File: src/rtl/ts_packet_switch.sv
// N-channel MPEG2-TS selector: forwards one channel, switches only on 188-byte packet boundaries,
// checks framing with a byte counter, and buffers output in a first-word-fall-through FIFO.
module ts_packet_switch #(
  parameter int NUM_CH     = 4,
  parameter int DATA_WIDTH = 8,
  parameter int ADDR_WIDTH = 4,
  parameter int PKT_LEN    = 188
) (
  input  logic                         clk,
  input  logic                         rst,
  input  logic [$clog2(NUM_CH)-1:0]    sel_req,
  input  logic [NUM_CH*DATA_WIDTH-1:0] data_in,
  input  logic [NUM_CH-1:0]            valid_in,
  input  logic [NUM_CH-1:0]            sync_in,
  input  logic                         out_ready,
  output logic [DATA_WIDTH-1:0]        out_data,
  output logic                         out_sync,
  output logic                         out_valid,
  output logic [$clog2(NUM_CH)-1:0]    sel_active,
  output logic [ADDR_WIDTH:0]          fifo_level,
  output logic                         sync_err,
  output logic                         overflow
);

  localparam int SEL_W = $clog2(NUM_CH);
  localparam int DEPTH = 2 ** ADDR_WIDTH;
  localparam int CNT_W = $clog2(PKT_LEN + 1);
  localparam logic [CNT_W-1:0] PKT_LEN_C = CNT_W'(PKT_LEN);
  localparam logic [ADDR_WIDTH:0] DEPTH_C = (ADDR_WIDTH + 1)'(DEPTH);
  // Bit k set when channel index k exists; requests for missing channels are ignored.
  localparam logic [(2**SEL_W)-1:0] CH_OK = {(2**SEL_W){1'b1}} >> ((2**SEL_W) - NUM_CH);

  typedef enum logic {HUNT, PASS} state_t;

  state_t                 state, state_nxt;
  logic [CNT_W-1:0]       cnt, cnt_nxt;
  logic [SEL_W-1:0]       sel_nxt;
  logic                   sync_err_nxt, overflow_nxt;
  logic                   push, push_ok, pop, full;
  logic                   v, s;
  logic [DATA_WIDTH-1:0]  d;

  logic [DATA_WIDTH:0]    mem [DEPTH];
  logic [ADDR_WIDTH:0]    wptr, rptr;
  logic [DATA_WIDTH:0]    head;

  assign v = valid_in[sel_active];
  assign s = sync_in[sel_active];
  assign d = data_in[int'(sel_active) * DATA_WIDTH +: DATA_WIDTH];

  assign fifo_level = wptr - rptr;
  assign full       = (fifo_level == DEPTH_C);
  assign out_valid  = (fifo_level != '0);
  assign pop        = out_valid & out_ready;
  assign push_ok    = push & ~full;
  assign head       = mem[rptr[ADDR_WIDTH-1:0]];
  assign out_data   = out_valid ? head[DATA_WIDTH-1:0] : '0;
  assign out_sync   = out_valid & head[DATA_WIDTH];

  always_comb begin
    state_nxt    = state;
    cnt_nxt      = cnt;
    sel_nxt      = sel_active;
    push         = 1'b0;
    sync_err_nxt = 1'b0;
    overflow_nxt = 1'b0;
    if (v) begin
      case (state)
        HUNT: push = s;
        PASS: begin
          if (cnt == PKT_LEN_C) begin
            push = s;
            if (!s) begin
              sync_err_nxt = 1'b1;
              state_nxt    = HUNT;
              cnt_nxt      = '0;
            end
          end else begin
            push         = 1'b1;
            sync_err_nxt = s;
          end
        end
        default: state_nxt = HUNT;
      endcase
      if (push) begin
        if (full) begin
          overflow_nxt = 1'b1;
          state_nxt    = HUNT;
          cnt_nxt      = '0;
        end else begin
          cnt_nxt   = s ? CNT_W'(1) : cnt + CNT_W'(1);
          state_nxt = PASS;
          // Channel change is decided as the last byte of a packet goes in.
          if (cnt_nxt == PKT_LEN_C && CH_OK[sel_req] && sel_req != sel_active) begin
            sel_nxt   = sel_req;
            cnt_nxt   = '0;
            state_nxt = HUNT;
          end
        end
      end
    end
  end

  always_ff @(posedge clk) begin
    if (rst) begin
      state      <= HUNT;
      cnt        <= '0;
      sel_active <= '0;
      sync_err   <= 1'b0;
      overflow   <= 1'b0;
      wptr       <= '0;
      rptr       <= '0;
    end else begin
      state      <= state_nxt;
      cnt        <= cnt_nxt;
      sel_active <= sel_nxt;
      sync_err   <= sync_err_nxt;
      overflow   <= overflow_nxt;
      if (push_ok) wptr <= wptr + 1'b1;
      if (pop)     rptr <= rptr + 1'b1;
    end
  end

  always_ff @(posedge clk) begin
    if (push_ok && !rst) mem[wptr[ADDR_WIDTH-1:0]] <= {s, d};
  end

endmodule

File: config.mk
export PLATFORM = sky130hd
export DESIGN_NAME = ts_packet_switch
export DESIGN_NICKNAME = d
export VERILOG_FILES = /design/src/rtl/ts_packet_switch.sv
export SDC_FILE = /design/constraint.sdc
export NUM_CORES = 1
export LEC_CHECK = 0
export BUFFER_PORTS_ARGS = -buffer_cell sky130_fd_sc_hd__buf_2
export CORE_MARGIN = 2
export CORE_UTILIZATION = 41
export CTS_BUF_LIST = sky130_fd_sc_hd__clkbuf_8
export DETAILED_ROUTE_END_ITERATION = 7
export HOLD_SLACK_MARGIN = 0.03
export SLEW_MARGIN = 20
export SYNTH_ARGS = -nofsm -noshare
export SYNTH_HDL_FRONTEND = slang
export SYNTH_SLANG_ARGS = --single-unit
File: constraint.sdc
create_clock -name clk -period 3.5 [get_ports clk]
set_clock_uncertainty 0.1 [all_clocks]
set_input_delay 0 -clock clk [delete_from_list [all_inputs] [get_ports clk]]
set_output_delay 0 -clock clk [all_outputs]
set_load 0.02 [all_outputs]
==> results.json, run 1 <==
{
  "outcome": "finished clean",
  "synth_cell_types": 44,
  "finish.instance_area_sq_um": 8410,
  "pwr-share-clk_pct": 26.7,
  "required_ns": 3.46,
  "critPathMaxFanout": 9,
  "clkLatencyLatePin_ns": 0.43,
  "synth_top_area_cell": "edfxtp_1",
  "finalSetupViolCount": 0,
  "place_hpwl_um": 11200,
  "core-area_sq_um": 17400,
  "whs_ns": 0.0615,
  "final_antenna_net_count": 0,
  "start_util_pct": 42.1,
  "synth_compound_area_share_pct": 2.76,
  "place_ws_ns": 0.0994,
  "die_x_um": 137,
  "power_switching_share_pct": 29.0,
  "ys_seq_area_share_pct": 66.6,
  "setup_tns_ns": 0,
  "min_period_over_period_pct": 98.0,
  "dr_total_vias": 4014,
  "clockBufferDepth": 2,
  "grtUsageTotal_pct": 18.3,
  "syn2layout_area_growth_pct": 15.2,
  "final_cell_mix": "edfxtp_1, buf_2, mux4_2",
  "arrival_ns": 3.39,
  "cts_tree": "built",
  "hold_class": "in2reg",
  "synthTopCellsByArea": "edfxtp_1, mux4_2, dfxtp_1",
  "hold_path_depth": 4,
  "synth_top_area_share_pct": 59.2,
  "nets": 567,
  "grt_pass1_vias": 4241,
  "p_per_area_nw_per_um2": 589,
  "path_class": "reg2reg",
  "dr.pass1.iters": 5,
  "die_area_sq_um": 18900,
  "synthFlopType": "edfxtp_1",
  "yosys.area_share.simple_pct": 7.78,
  "met3_wirelength_um": 922,
  "synth_area_per_cell_sq_um": 17.2,
  "antenna_found_initial": 0,
  "p_int_mw": 3.52,
  "hold_viol": 0,
  "ff2ff_path_depth": 11,
  "power_frac_seq_pct": 47.1,
  "synth_cells": 425,
  "end_kind": "flop",
  "fin_cells": 746,
  "placed_area_sq_um": 7940,
  "setup_slack_ns": 0.0710,
  "top_layer_used": "met4",
  "ys_async_sr_fraction_pct": 0,
  "gp_congestion": 0.866,
  "cts-root-buf": "clkbuf_8",
  "io_buffers": 63,
  "relSlewSlack_pct": 47.3,
  "rsz0062_at_grt": "true",
  "p_comb_share_pct": 26.2,
  "switching_power_mw": 1.44,
  "wl_per_cell_um": 21.3,
  "drive_above_1_share_pct": 33.2,
  "met1_length_um": 6750,
  "clock-sinks": 171,
  "cts_buffers": 17,
  "htreeDepth": 4,
  "final_common_cell": "edfxtp_1",
  "ir_drop_mv": 0.388,
  "layout_min_cycle_time_ns": 3.43,
  "grt_pass1_wl_um": 24700,
  "fmax_mhz": 292,
  "tightest_slew_ns": 0.787,
  "syn-cell-area_sq_um": 7300,
  "grt_overflow": 0,
  "cts.clk_slew.worst_paths_ns": 0.08,
  "antennaDiodeCount": 0,
  "start_kind": "flop",
  "routed_wirelength_um": 15900,
  "drtIter0Drc": 248,
  "ios": 64,
  "drc": 0,
  "yosys_warnings": 0,
  "wl_met2_um": 7850,
  "synthMuxAreaShare_pct": 17.1,
  "maxCapViolCount": 0,
  "post_cts_buffers": 0,
  "synth_edf_count": 144,
  "synth_top_family_by_area": "multiplexers",
  "rows": 48,
  "yosys.area_share.adder_pct": 2.33,
  "avgViaCountPerCell": 5.38,
  "p_leak_nw": 2.78,
  "grt_max_degree": 37,
  "dp.cells": 708,
  "synth_seq_cells": 171,
  "synthXorXnorAreaFrac_pct": 1.68,
  "die_h_um": 137,
  "final_max_slew_viol_count": 0,
  "synthesis.nets": 483
}
==> critical path, cell delays in order (launching register included) <==
cell,delay (ns)
dfxtp_1,0.36
inv_1,0.15
ha_1,0.18
inv_1,0.05
fa_1,0.40
xor2_1,0.27
nand4b_1,0.20
a211oi_2,0.11
nor2_1,0.22
buf_4,0.17
nand3_1,0.18
nor2_1,0.66
==> path summary, 6_finish.rpt <==
check,slack (ns),to,start
worst min-delay path,0.06,state,valid_in[2]
worst min register to register,0.41,cnt[6],cnt[6]
worst max-delay path,0.07,mem[4][6],wptr[0]
worst max register to register,0.07,mem[4][6],wptr[0]
==> Yosys cell counts, drive strengths merged, types with 2 or more instances <==
cell type	instances
a21oi	13
a2bb2oi	2
a32oi	3
and3	2
buf	9
clkbuf	10
dfxtp	27
edfxtp	144
ha	12
inv	12
mux4	55
nand2	11
nand2b	4
nand3	16
nand3b	3
nand4	4
nor2	31
nor2b	13
nor3	10
nor3b	3
nor4	2
o2111ai	2
o21a	2
o21ai	5
or2	3
xnor2	8
xor2	6
==> power by group through the flow <==
stage / Clock [mW] / Combinational, mW / Sequential, mW
6_report: 1.32 / 1.30 / 2.33
3_3_place_gp: 0 / 1.27 / 2.38
3_5_place_dp: 0 / 1.30 / 2.38
4_1_cts: 1.36 / 1.31 / 2.34
5_1_grt: 1.44 / 1.40 / 2.35
2_1_floorplan: 0 / 0.920 / 2.32
==> cell type report <==
type	instances	area (sq um)
fillers	1459	8940
flip-flops and latches	171	4870
multi-input cells	223	2340
repair buffers	84	503
well taps	225	282
clock buffers	17	234
clock inverters	14	141
inverters	12	45.0
==> state kept, by name, summed over array words and instances (netlist names), named ones only <==
name / count
cnt: 8
mem: 144
overflow: 1
rptr: 5
sel_active: 2
state: 1
sync_err: 1
wptr: 5
==> stage by stage <==
stage          total power [mW]  util [%]
4_1_cts                    5.00      48.3
2_1_floorplan              3.24         -
3_5_place_dp               3.68      45.8
3_3_place_gp               3.65      45.7
6_report                   4.95      48.5
5_1_grt                    5.20      48.5
==> what timing repair did <==
item                                    4_1_cts  5_1_grt
hold buffers                                  7        0
resized for setup                             0       10
endpoints found under the setup margin        0      101
hold endpoints to repair                     25        0
==> layer usage <==
layer	track usage (%)	vias to the layer above
met5	0	-
met4	7.04	0
met3	5.00	12
met2	29.4	105
met1	23.9	2043
li1	-	1854
==> logic make-up (layout without fill, tap and decap cells) <==
| family | after synthesis | after routing |
|---|---|---|
| mux | 56 | 56 |
| fa+ha+maj | 13 | 13 |
| buf+inv | 31 | 127 |
| simple gates | 109 | 109 |
| xor+xnor | 14 | 14 |
| flops | 171 | 171 |
| compound gates | 31 | 31 |
(Power assumes the default switching activity.)
==> run 2, diff against run 1 <==
Settings changed: CORE_MARGIN 2 to 3.
==> run 2 against run 1 <==
- worst setup slack better by 0.026 ns
- clock power up 16%
- via count up 1.4%
- count of clock-buffer cells in the layout unchanged
- design area up 1.3%
- power up 4.4%
- critical path depth unchanged
- critical path type unchanged
- largest power group unchanged
==> results.json, run 2 (synthesis results as in run 1) <==
{
  "max_stage_delay_ns": 0.64,
  "rsz0062_at_grt": "true",
  "p_leak_nw": 2.81,
  "clock-sinks": 171,
  "gp_congestion": 0.845,
  "ir_drop_mv": 0.460,
  "fillers": 1467,
  "cts_tree": "built",
  "cts_buffers": 17,
  "path_cells": "inv_1 > ha_1 > inv_1 > fa_1 > xor2_1 > nand4b_1 > a211oi_2 > nor2_1 > buf_4 > nand3_1 > nor2_1",
  "path_class": "reg2reg",
  "final_common_cell": "edfxtp_1",
  "grt_overflow": 0,
  "grt_max_degree": 37,
  "nets": 570,
  "final_cell_mix": "edfxtp_1, buf_2, mux4_2",
  "required_ns": 3.49,
  "min_period_over_period_pct": 97.2,
  "relSlewSlack_pct": 48.0,
  "final_max_slew_viol_count": 0,
  "outcome": "finished clean",
  "dp.cells": 710,
  "hold_class": "in2reg",
  "critPathMaxFanout": 9,
  "antennaDiodeCount": 0,
  "start_util_pct": 42.1,
  "clkLatencyLatePin_ns": 0.45,
  "hold_viol": 0,
  "cp_slowest_cell": "nor2_1",
  "worst_path_dominant_cell_family": "simple AND/OR/NAND/NOR gates",
  "layout_min_cycle_time_ns": 3.40,
  "syn2layout_area_growth_pct": 16.7,
  "grtUsageTotal_pct": 17.6,
  "cts-root-buf": "clkbuf_8",
  "avgViaCountPerCell": 5.43,
  "start_kind": "flop",
  "die_x_um": 139,
  "grt_pass1_wl_um": 25400,
  "fmax_mhz": 294,
  "arrival_ns": 3.39,
  "place_hpwl_um": 11200,
  "dr_total_vias": 4070,
  "critPathBufInv": 3,
  "htreeDepth": 4,
  "wl_per_cell_um": 21.9,
  "io_buffers": 63,
  "cp_num_cells": 11,
  "drtIter0Drc": 322,
  "antenna_found_initial": 0,
  "dr.pass1.iters": 5,
  "drive_above_1_share_pct": 35.4,
  "core-area_sq_um": 17400,
  "ios": 64,
  "ff2ff_path_depth": 11,
  "maxCapViolCount": 0,
  "hold_path_depth": 3,
  "cts.clk_slew.worst_paths_ns": 0.10,
  "finalSetupViolCount": 0,
  "grt_pass1_vias": 4261,
  "drc": 0,
  "tightest_slew_ns": 0.776,
  "rows": 48,
  "setup_tns_ns": 0,
  "final_antenna_net_count": 0,
  "largest_reg_flops": 144,
  "p_per_area_nw_per_um2": 607,
  "die_h_um": 139,
  "end_kind": "flop",
  "die_area_sq_um": 19400,
  "clockBufferDepth": 2,
  "routed_wirelength_um": 16400,
  "fin_cells": 750
}
## run 2: final timing paths
path | from | end | slack (ns)
max reg2reg | wptr[0] | mem[15][7] | 0.1
max | wptr[0] | mem[15][7] | 0.1
min reg2reg | cnt[1] | cnt[1] | 0.42
min | sync_in[0] | mem[9][8] | 0.15
## run 2: metrics by stage
step	power, mW	util, %	setup slack (ns)	instance area [sq um]	hold slack, ns
2_1_floorplan	3.24	-	0.0534	7300	-0.0309
3_3_place_gp	3.66	45.8	0.167	7950	0.188
3_5_place_dp	3.68	45.8	0.0460	7960	0.190
4_1_cts	5.21	48.9	0.0298	8480	0.137
5_1_grt	5.42	49.1	-0.156	8520	0.172
6_report	5.17	49.1	0.0971	8520	0.152
## run 2: power by group
group          switching, mW  internal, mW
sequential            0.0818          2.25
combinational          0.723         0.584
clock                  0.784         0.747
total                   1.59          3.58
## run 2: area by class of cell
class	instances	area [sq um]	share of cell area, %
flip-flops and latches	171	4870	57.1
clock inverters	15	214	2.51
inverters	12	45.0	0.528
clock buffers	17	234	2.75
multi-input cells	223	2350	27.6
well taps	225	282	3.30
repair buffers	87	528	6.19
## run 2: routing by layer
layer	part of all wire, %	GRT usage [%]
met4	0.61	3.71
met5	0	0
met3	5.0	3.57
met1	43	24.1
met2	52	29.3
## run 2: timing repair
item	CTS	global route
buffers inserted	0	0
endpoints found under the hold margin	25	0
endpoints found under the setup margin	0	129
hold buffers	8	0
resized for setup	0	12
## run 2: worst min-delay path: cells and delay by family
family	cells	cell delay (ns)
buffers and inverters	2	0.32
multiplexers	1	0.23
==> run 3, diff against run 2 <==
Settings changed: ABC_AREA set to 1, MAX_ROUTING_LAYER set to met4.
==> run 3 against run 2 <==
- power shrank 15%
- fmax is 11% higher
- via count is 36% higher
- critical path depth decreased by 1
- synthesized cell count increased by 75%
- clock power fell by 13%
- count of clock-buffer cells in the layout did not move
- core utilization down 0.61 points
- wire length increased by 12%
- sequential cell count stayed put
- first-iteration DRC count fell by 3.1%
- critical path type unchanged
- largest cell class unchanged
- highest routed layer unchanged
==> results.json, run 3 <==
{
  "min_period_over_period_pct": 87.6,
  "ir_drop_mv": 0.241,
  "clock-sinks": 171,
  "finish.instance_area_sq_um": 9130,
  "die_area_sq_um": 21000,
  "outcome": "finished clean",
  "synth_cells": 744,
  "finalSetupViolCount": 0,
  "synth_top_area_cell": "edfxtp_1",
  "synth_edf_count": 144,
  "ys_async_sr_fraction_pct": 0,
  "start_util_pct": 41.9,
  "grt_pass1_wl_um": 28800,
  "synth_top_area_share_pct": 54.8,
  "antenna_found_initial": 0,
  "cts_buffers": 17,
  "routed_wirelength_um": 18400,
  "synthTopCellsByArea": "edfxtp_1, dfxtp_1, o21ai_0",
  "drive_above_1_share_pct": 18.1,
  "rows": 50,
  "required_ns": 3.48,
  "cts.clk_slew.worst_paths_ns": 0.09,
  "hold_class": "in2reg",
  "synthMuxAreaShare_pct": 3.55,
  "start_kind": "flop",
  "dr.pass1.iters": 4,
  "maxCapViolCount": 0,
  "grt_overflow": 0,
  "p_leak_nw": 3.55,
  "end_kind": "flop",
  "yosys.area_share.simple_pct": 14.6,
  "final_antenna_net_count": 0,
  "placed_area_sq_um": 8630,
  "io_buffers": 63,
  "layout_min_cycle_time_ns": 3.07,
  "synth_cell_types": 40,
  "clockBufferDepth": 2,
  "syn-cell-area_sq_um": 7890,
  "cts_tree": "built",
  "ys_seq_area_share_pct": 61.6,
  "drc": 0,
  "post_cts_buffers": 0,
  "grt_max_degree": 72,
  "p_per_area_nw_per_um2": 484,
  "final_max_slew_viol_count": 0,
  "cts-root-buf": "clkbuf_8",
  "synth_top_family_by_area": "simple AND/OR/NAND/NOR gates",
  "final_cell_mix": "edfxtp_1, nand2_1, inv_1",
  "die_h_um": 145,
  "tightest_slew_ns": 0.837,
  "p_int_mw": 3.14,
  "antennaDiodeCount": 0,
  "yosys.area_share.adder_pct": 2.16,
  "power_switching_share_pct": 29.1,
  "nets": 896,
  "switching_power_mw": 1.28,
  "gp_congestion": 0.863,
  "fmax_mhz": 326,
  "wl_per_cell_um": 16.6,
  "pwr-share-clk_pct": 30.0,
  "fillers": 1744,
  "relSlewSlack_pct": 44.2,
  "synth_compound_area_share_pct": 11.3,
  "dr_total_vias": 5517,
  "ios": 64,
  "htreeDepth": 4,
  "yosys_warnings": 0,
  "synth_area_per_cell_sq_um": 10.6,
  "cts_resized": 0,
  "grt_pass1_vias": 5453,
  "synthFlopType": "edfxtp_1",
  "clkLatencyLatePin_ns": 0.45,
  "arrival_ns": 3.04,
  "grtUsageTotal_pct": 18.6,
  "place_hpwl_um": 12400,
  "setup_tns_ns": 0,
  "final_common_cell": "edfxtp_1",
  "critPathMaxFanout": 21,
  "synthXorXnorAreaFrac_pct": 0.555,
  "path_class": "reg2reg",
  "synthesis.nets": 802,
  "largest_reg_flops": 144,
  "core-area_sq_um": 18800,
  "p_comb_share_pct": 18.2,
  "rsz0062_at_grt": "false",
  "syn2layout_area_growth_pct": 15.7,
  "synth_seq_cells": 171,
  "drtIter0Drc": 312,
  "avgViaCountPerCell": 4.97,
  "synth_most_common_cell": "edfxtp_1",
  "power_frac_seq_pct": 51.8,
  "die_x_um": 145,
  "hold_viol": 0,
  "synth.top_cells.by_count": "edfxtp_1, nand2_1, inv_1"
}
run 3: cell count changes in the layout (fill, tap and decap cells not counted), moves of 27 or more:
cell	delta
nor2_1	+42
o21ai_0	+75
inv_1	+72
a21oi_1	+53
mux2i_1	+27
mux4_2	-55
nand2_1	+81
run 3: routing by layer:
metal	track usage [%]	share of wire (%)
met5	-	0
met4	3.68	0.56
met3	3.35	4.9
met2	31.4	51
met1	23.9	44
run 3: what timing repair did:
item,4_1_cts,5_1_grt
endpoints found under the hold margin,20,0
endpoints found under the setup margin,0,0
hold buffers,13,0
run 3: path summary, 6_finish.rpt:
check / slack, ns / start / end / depth (start not counted)
worst max-delay path: 0.43 / sel_active[0] / mem[15][8] / 10
worst min-delay path: 0.08 / data_in[5] / mem[9][5] / 4
worst max register to register: 0.43 / sel_active[0] / mem[15][8] / 10
worst min register to register: 0.40 / wptr[4] / wptr[4] / 2
run 3: through the flow:
| stage | hold WS (ns) | instances | setup slack [ns] | util (%) | total power, mW |
|---|---|---|---|---|---|
| 4_1_cts | 0.0689 | 1110 | 0.467 | 48.5 | 4.46 |
| 2_1_floorplan | 0.0927 | 744 | 0.402 | - | 2.87 |
| 5_1_grt | 0.0968 | 1110 | 0.244 | 48.5 | 4.63 |
| 3_3_place_gp | 0.236 | 1066 | 0.590 | 45.9 | 3.14 |
| 3_5_place_dp | 0.231 | 1066 | 0.503 | 45.9 | 3.14 |
| 6_report | 0.0770 | 1110 | 0.434 | 48.5 | 4.42 |
run 3: final cells by class:
cell class | instances | area [sq um] | share of cell area [%]
sequential | 171 | 4870 | 53.3
multi-input combinational | 451 | 2540 | 27.8
timing repair buffer | 108 | 698 | 7.65
inverter | 89 | 334 | 3.66
tap | 260 | 325 | 3.56
clock buffer | 17 | 234 | 2.56
clock inverter | 14 | 133 | 1.45
run 3: cell families after synthesis:
kind of cell | after synthesis
XOR/XNOR | 5
AND/OR/NAND/NOR | 234
flip-flops | 171
adder cells (fa/ha/maj) | 13
AO/OA/AOI/OAI | 171
buffers and inverters | 122
multiplexers | 28
run 3: power by group through the flow:
stage               logic [mW]  registers [mW]  clock network, mW
finish                   0.805            2.29               1.33
global route             0.898            2.30               1.43
CTS                      0.817            2.29               1.36
detailed placement       0.805            2.34                  0
global placement         0.805            2.34                  0
floorplan                0.576            2.29                  0
run 3: worst max-delay path, stage by stage, from the launching register on:
cell and delay [ns]:
dfxtp_1 0.38, buf_4 0.25, nand2_1 0.09, nand3_1 0.09, dlygate4sd3_1 0.55, nand2_1 0.13
inv_2 0.11, nand2_2 0.08, nor2_4 0.17, nand2_1 0.11, nor2_1 0.62
